## config.mk

```make
export PLATFORM = sky130hd
export DESIGN_NAME = serial_addsub
export DESIGN_NICKNAME = d
export VERILOG_FILES = /design/src/rtl/addsub_pkg.sv /design/src/rtl/serial_fa.sv /design/src/rtl/serial_addsub.sv
export SDC_FILE = /design/constraint.sdc
export NUM_CORES = 1
export LEC_CHECK = 0
export BUFFER_PORTS_ARGS = -buffer_cell sky130_fd_sc_hd__buf_2
export CAP_MARGIN = 5
export CELL_PAD_IN_SITES_DETAIL_PLACEMENT = 0
export CELL_PAD_IN_SITES_GLOBAL_PLACEMENT = 1
export CORE_MARGIN = 2
export CORE_UTILIZATION = 30
export CTS_CLUSTER_DIAMETER = 150
export CTS_CLUSTER_SIZE = 25
export DETAILED_ROUTE_END_ITERATION = 10
export PLACE_DENSITY_LB_ADDON = 0.1
export SLEW_MARGIN = 40
export SYNTH_ARGS = -nofsm -noshare
export SYNTH_HDL_FRONTEND = slang
export SYNTH_HIERARCHICAL = 1
export SYNTH_SLANG_ARGS = --single-unit
```

## constraint.sdc

```tcl
create_clock -name clk -period 2.1 [get_ports clk]
set_input_delay 0.315 -clock clk [delete_from_list [all_inputs] [get_ports clk]]
set_output_delay 0.315 -clock clk [all_outputs]
set_load 0.005 [all_outputs]
```

## src/rtl/addsub_pkg.sv

```systemverilog
// Shared definitions for the bit-serial adder/subtractor.
//   state_t : FSM state encoding (IDLE, RUN, DONE)
//   OP_ADD / OP_SUB : values of the 'sub' request bit
package addsub_pkg;

  typedef enum logic [1:0] {
    S_IDLE = 2'd0,
    S_RUN  = 2'd1,
    S_DONE = 2'd2
  } state_t;

  localparam logic OP_ADD = 1'b0;
  localparam logic OP_SUB = 1'b1;

endpackage

```

## src/rtl/serial_fa.sv

```systemverilog
// 1-bit combinational full adder, reused once per cycle by serial_addsub.
// Ports:
//   a, b : operand bits
//   ci   : carry in
//   s    : sum bit
//   co   : carry out (majority of a, b, ci)
module serial_fa (
  input  logic a,
  input  logic b,
  input  logic ci,
  output logic s,
  output logic co
);

  assign s  = a ^ b ^ ci;
  assign co = (a & b) | (a & ci) | (b & ci);

endmodule

```

## src/rtl/serial_addsub.sv

```systemverilog
// Bit-serial WIDTH-bit adder/subtractor with a start/done handshake.
// One result bit is produced per cycle, LSB first, through a single
// shared full adder. Results match a combinational ripple adder for the
// same a, b and cin.
//
// Optional feature macro: SERIAL_ADDSUB_FLAGS_EN adds the zero and ovf
// flag outputs. Without it those ports and their logic do not exist.
//
// Ports:
//   clk    : clock, rising edge
//   rst_n  : asynchronous active-low reset
//   start  : request, sampled only in IDLE or DONE
//   sub    : 0 -> z = a + b + cin, 1 -> z = a - b - cin (cin is borrow-in)
//   a, b   : operands, captured when start is accepted
//   cin    : carry-in / borrow-in, captured with the operands
//   busy   : high while result bits are being computed
//   done   : one-cycle pulse, z/cout valid
//   z      : result, only updated when the last bit is computed
//   cout   : final carry; in subtract mode 1 means no borrow
//   zero   : (flags build) z == 0
//   ovf    : (flags build) two's-complement signed overflow
module serial_addsub
  import addsub_pkg::*;
#(
  parameter int WIDTH = 32
) (
  input  logic             clk,
  input  logic             rst_n,
  input  logic             start,
  input  logic             sub,
  input  logic [WIDTH-1:0] a,
  input  logic [WIDTH-1:0] b,
  input  logic             cin,
  output logic             busy,
  output logic             done,
  output logic [WIDTH-1:0] z,
  output logic             cout
`ifdef SERIAL_ADDSUB_FLAGS_EN
  ,
  output logic             zero,
  output logic             ovf
`endif
);

  localparam int            CW       = $clog2(WIDTH);
  localparam logic [CW-1:0] LAST_BIT = CW'(WIDTH - 1);

  state_t           state;
  state_t           next_state;
  logic             accept;
  logic             run;
  logic             last;

  logic [WIDTH-1:0] a_sr;
  logic [WIDTH-1:0] b_sr;
  logic             carry;
  logic [WIDTH-2:0] partial;
  logic [CW-1:0]    cnt;
  logic             fa_s;
  logic             fa_co;
  logic [WIDTH-1:0] shift_next;

  serial_fa u_fa (
    .a  (a_sr[0]),
    .b  (b_sr[0]),
    .ci (carry),
    .s  (fa_s),
    .co (fa_co)
  );

  // The partial register only needs WIDTH-1 bits: the final sum bit goes
  // straight into z on the last cycle together with the earlier bits.
  assign shift_next = {fa_s, partial};

  // State register
  always_ff @(posedge clk or negedge rst_n) begin
    if (!rst_n) begin
      state <= S_IDLE;
    end else begin
      state <= next_state;
    end
  end

  // Next-state and handshake outputs
  always_comb begin
    next_state = state;
    busy       = 1'b0;
    done       = 1'b0;
    accept     = 1'b0;
    run        = 1'b0;
    last       = 1'b0;
    case (state)
      S_IDLE: begin
        if (start) begin
          accept     = 1'b1;
          next_state = S_RUN;
        end
      end
      S_RUN: begin
        busy = 1'b1;
        run  = 1'b1;
        if (cnt == LAST_BIT) begin
          last       = 1'b1;
          next_state = S_DONE;
        end
      end
      S_DONE: begin
        done = 1'b1;
        if (start) begin
          accept     = 1'b1;
          next_state = S_RUN;
        end else begin
          next_state = S_IDLE;
        end
      end
      default: begin
        next_state = S_IDLE;
      end
    endcase
  end

  // Datapath: subtraction is done as a + ~b + ~cin, so the operand and
  // carry are inverted once at capture and the adder itself never changes.
  // z/cout are written only on the final bit so partial results stay hidden.
  always_ff @(posedge clk or negedge rst_n) begin
    if (!rst_n) begin
      a_sr    <= '0;
      b_sr    <= '0;
      carry   <= 1'b0;
      partial <= '0;
      cnt     <= '0;
      z       <= '0;
      cout    <= 1'b0;
    end else if (accept) begin
      a_sr <= a;
      cnt  <= '0;
      case (sub)
        OP_ADD: begin
          b_sr  <= b;
          carry <= cin;
        end
        OP_SUB: begin
          b_sr  <= ~b;
          carry <= ~cin;
        end
      endcase
    end else if (run) begin
      a_sr    <= a_sr >> 1;
      b_sr    <= b_sr >> 1;
      carry   <= fa_co;
      partial <= shift_next[WIDTH-1:1];
      cnt     <= cnt + 1'b1;
      if (last) begin
        z    <= shift_next;
        cout <= fa_co;
      end
    end
  end

`ifdef SERIAL_ADDSUB_FLAGS_EN
  // On the last bit, 'carry' is the carry into the MSB and fa_co the
  // carry out of it; their difference is signed overflow.
  always_ff @(posedge clk or negedge rst_n) begin
    if (!rst_n) begin
      zero <= 1'b0;
      ovf  <= 1'b0;
    end else if (run && last) begin
      zero <= (shift_next == '0);
      ovf  <= carry ^ fa_co;
    end
  end
`endif

endmodule

```

Word level (Yosys, flattened, before mapping)
Cells that the tools add are included.
W data, S select, Z words.
Cells by class
  bitwise gates (word level): 11
  add/subtract/negate cells: 1
  multiplexer cells: 20
  reduce and logical (&&, ||, !) cells: 6
  equality and inequality tests: 5
Operator list (number)
  $mux W32: 4
  $pmux W32 S2: 1
  $not A32 Y32: 1
  $mux W5: 2
  $mux W1: 9
  $pmux W2 S3: 1
  $add A5 B1 Y5 const B: 1
  $eq A5 B5 Y1 const B: 1
  $mux W2: 2
  $ne A2 B2 Y1 const B: 2
  $reduce_and A2 Y1: 2
  $and A1 B1 Y1: 3
  $not A1 Y1: 3
  $reduce_and A3 Y1: 1
  $eq A2 B1 Y1 const B: 1
  $eq A2 B2 Y1 const B: 1
  $logic_not A2 Y1: 1
  $or A1 B1 Y1: 2
  $pmux W1 S2: 1
  $reduce_bool A2 Y1: 1
  $reduce_or A2 Y1: 1
  $xor A1 B1 Y1: 2
Storage, ports and cells
  register bits: 136
  output and inout bits: 35
  word-level logic and storage cells: 51
  input port bits: 69

Depth between registers and ports, before layout
  depth after elaboration: 5
  gate-level depth with buffers: 8
  depth with buffers taken out: 5

Modules after synthesis
The synthesis kept the hierarchy.
Modules (own cells, without submodules)
  serial_addsub: cells each 595, area each 5921.9 µm², times used 1, seq. area each 3403.3 µm²
  serial_fa: cells each 1, area each 20.0 µm², times used 1, seq. area each 0.0 µm²

Least setup slack after synthesis
Ideal clock, no wire load.
  path kind: flip-flop to flip-flop
  start: register cnt[0]
  end: register cout
  data required time: 1975 ps
  stages on the path, launching flop included: 7
  slack: 426 ps
  library setup time: 125 ps
  arrival: 1549 ps
  clock period less this slack: 1674 ps
  path through: dfrtp_1 ha_1 and3_1 ha_1 nand2_4 buf_6 mux2_2
On the way
  longest elaborated chain between the ends: 4
RTL lines
  start, declared: line serial_addsub.sv:58  | logic [CW-1:0] cnt;
  start signal, assigned: line serial_addsub.sv:152  | cnt <= cnt + 1'b1;
  $eq A5 B5 Y1: line serial_addsub.sv:102  | if (cnt == LAST_BIT) begin
  $mux W1: line serial_addsub.sv:102
  $mux W1: line serial_addsub.sv:92  | case (state)
  $reduce_and A3 Y1 (no line)
  end signal, assigned: line serial_addsub.sv:155  | cout <= fa_co;
  end, declared: line serial_addsub.sv:37  | output logic cout
Every way passes these cells.
A chain may end at the register's enable or synchronous reset.

Worst setup path after layout
  start: register state[1]
  end: output busy
On the way
  longest elaborated chain between the ends: 2
RTL lines
  start, declared: line serial_addsub.sv:48  | state_t state;
  start signal, assigned: line serial_addsub.sv:80  | state <= next_state;
  $eq A2 B1 Y1: line serial_addsub.sv:92
  $mux W1: line serial_addsub.sv:92
  end, declared: line serial_addsub.sv:34  | output logic busy,
Every way passes these cells.

==> run_results.csv <==
group,metric,value,unit
run_status,status,"completed",
worst_setup_path,path_cells,"nand2b_4 -> inv_4 -> buf_12 -> buf_2",
yosys,synth_top_area_share,57.3,%
cts,clk_pin_slew,60,ps
floorplanning,core,0.0195,mm^2
worst_setup_path,critPathKind,"reg -> out",
final_layout,nets,765,
yosys,synth-edff-count,0,
worst_setup_path,critPathCaptureType,"output port",
final_layout,postLayoutCoreUtil,38.0,%
floorplanning,row_count,51,
worst_setup_path,cp-start-kind,"flop",
yosys,synth_top_cell_by_area,"dfrtp_1",
grt,grt_antenna_before_repair,0,
sta,post-route-min-period,1970,ps
yosys,ys_warn_count,6,
final_layout,layout-drive-gt1-share,26.8,%
worst_setup_path,max_stage_delay,380,ps
yosys,syn_inst,596,
grt,grt_usage,13.7,%
yosys,yosysUniqueCellTypes,28,
pwr,powerDensity,1390,mW/mm^2
sta,max_slew.worst_pin.slew,621,ps
placement,place.gp.congestion,0.687,
cts,numCtsBuffers,17,
sta,slew_headroom,58.6,%
detailed_routing,drc,0,
worst_hold_path,min_path_type,"in -> reg",
grt,grt_pass1_wl,22.2,mm
cts,cts_root_buf,"clkbuf_16",
grt,first_global_vias,4488,
floorplanning,die_x,145,um
detailed_routing,finalWirelength,13.5,mm
yosys,ys_top_cells_by_count,"nand2_1 (203), dfrtp_1 (136), nor2_1 (63), a31oi_1 (53), mux2_2 (34)",
yosys,synth-main-ff-cell,"dfrtp_1",
grt,grt_max_degree,101,
worst_setup_path,crit_family,"buffers and inverters",
sta,finalSetupTns,0,ps
yosys,synth_area,0.00594,mm^2
final_layout,fill_cells,2015,
detailed_routing,vias,4410,
floorplanning,start_util,30.5,%
sta,max_freq,509,MHz
placement,placed_cells,938,
floorplanning,io_pins,104,
detailed_routing,wire_per_inst,13.9,um
worst_setup_path,worstPathArrival,1650,ps
final_layout,areaGrowthSynthToFinish,24.5,%
worst_setup_path,slowest_stage,"buf_12",
pwr,worst_ir_drop_vdd,0.000760,V
sta,hold_viol,0,
cts,cts-htree-levels,4,
yosys,synth_area_leaders,"dfrtp_1 (57%), nand2_1 (13%), mux2_2 (6.4%)",
sta,setup_slack,134,ps
floorplanning,die_h,145,um
final_layout,num_antenna_cells,0,
detailed_routing,drt_iter0_markers,216,
job,maxCapViolations,0,
placement,hpwl,8.44,mm
yosys,syn_nets,668,
yosys,ys_ff_latch,136,
sta,fin_skew,10.6,ps
sta,setup_viol_count_final,0,
yosys,synth.most_common_cell,"nand2_1",
yosys,syn_avg_cell_area,9.97,um^2
placement,post-place-ws,213,ps
sta,fin_crit_sh,93.6,%
sta,rsz0062_at_grt,"false",
cts,cts_sinks,136,
cts,ctsLongestPathBuffers,2,
pwr,leakage,3.62,nW
detailed_routing,firstDrtPassIters,4,
placement,port_buffers,103,
detailed_routing,detail_route.vias_per_cell,4.55,
cts,cts_tree,"built",
worst_setup_path,cp.buffers_inverters,3,
yosys,seq_area_frac_synth,57.3,%
final_layout,layoutNonFillerInstCount,970,
cts,clock_latency,420,ps
worst_setup_path,cp.required,1780,ps
detailed_routing,ant_nets,0,
worst_setup_path,path_max_fanout,100,
yosys,synthArstFlopShare,100,%
grt,gr-total-overflow,0,
sta,slew_violations,0,
worst_setup_path,r2r_slack,220,ps
floorplanning,die_area,0.0209,mm^2
==> registers in the layout (all words and copies together) (netlist names) <==
register  count
cnt           5
cout          1
partial      31
z            32
b_sr         32
a_sr         32
state         2
carry         1
==> tightest hold or removal path: stages <==
cell,delay [ps]
buf_2,90
nor2_1,90
a31oi_1,40
==> per-stage QoR <==
stage	cell area (um^2)	power (mW)	hold WS [ps]
floorplan	5940	6.36	19.4
global placement	6770	7.26	284
detailed placement	6770	7.35	281
CTS	7400	10.5	142
global route	7400	11.1	145
finish	7400	10.3	158
==> layout by cell type, fill, tap and decap left out, drive strengths merged <==
master	instances
xnor2	9
a22o	4
nand4	1
nand3	1
nor2b	2
fa	1
o21ai	2
clkinvlp	4
inv	2
a21o	1
nand2b	2
clkbuf	20
a31oi	53
clkinv	4
dfrtp	136
a221o	9
mux2i	2
nand2	204
a21oi	1
and3	1
dlygate4sd3	1
mux2	34
xor2	24
bufinv	3
nor2	63
buf	119
ha	2
==> repair_timing <==
item,4_1_cts,5_1_grt
hold buffers,1,0
resized for setup,0,0
endpoints found under the hold margin,41,0
setup buffers,0,0
==> kinds of logic (layout without fill, tap and decap cells) <==
| group | Yosys count | after routing | share of synthesized area (%) |
|---|---|---|---|
| compound gates | 70 | 70 | 8.06 |
| xor+xnor | 33 | 33 | 4.86 |
| fa+ha+maj | 3 | 3 | 0.758 |
| buf+inv | 44 | 153 | 4.55 |
| flops | 136 | 136 | 57.3 |
| mux | 36 | 36 | 6.78 |
| simple gates | 274 | 274 | 17.7 |
==> metal layers <==
layer,GRT usage (%),part of all wire (%),wire length (um),vias to the layer above
li1,-,-,-,2161
met1,17.2,47,6380,2156
met2,23.0,48,6440,78
met3,3.29,3.5,478,15
met4,4.75,1.3,178,0
met5,0,0,0,-
==> worst paths after layout <==
check,from,end,depth (start not counted)
max,state[1],busy,4
min,a[22],a_sr[22],3
max reg2reg,cnt[0],z[22],6
min reg2reg,partial[0],partial[0],2
max in group asynchronous,rst_n,z[14],3
min in group asynchronous,rst_n,partial[9],2
==> cell type report <==
cell class	instances	area, um^2	share of cell area, %
Clock buffer	20	467	6.31
Clock inverter	11	148	2.00
Inverter	2	10.0	0.135
Multi-Input combinational cell	416	2290	30.9
Sequential cell	136	3400	46.0
Tap cell	265	332	4.48
Timing Repair Buffer	120	752	10.2
==> where the power goes <==
part,internal (mW),leakage [nW],switching [mW]
Clock,1.95,0.290,1.13
Sequential,3.78,1.69,0.667
Combinational,1.31,1.64,1.47
Total,7.04,3.62,3.27
Note: power is estimated with default switching activity, not from simulation.
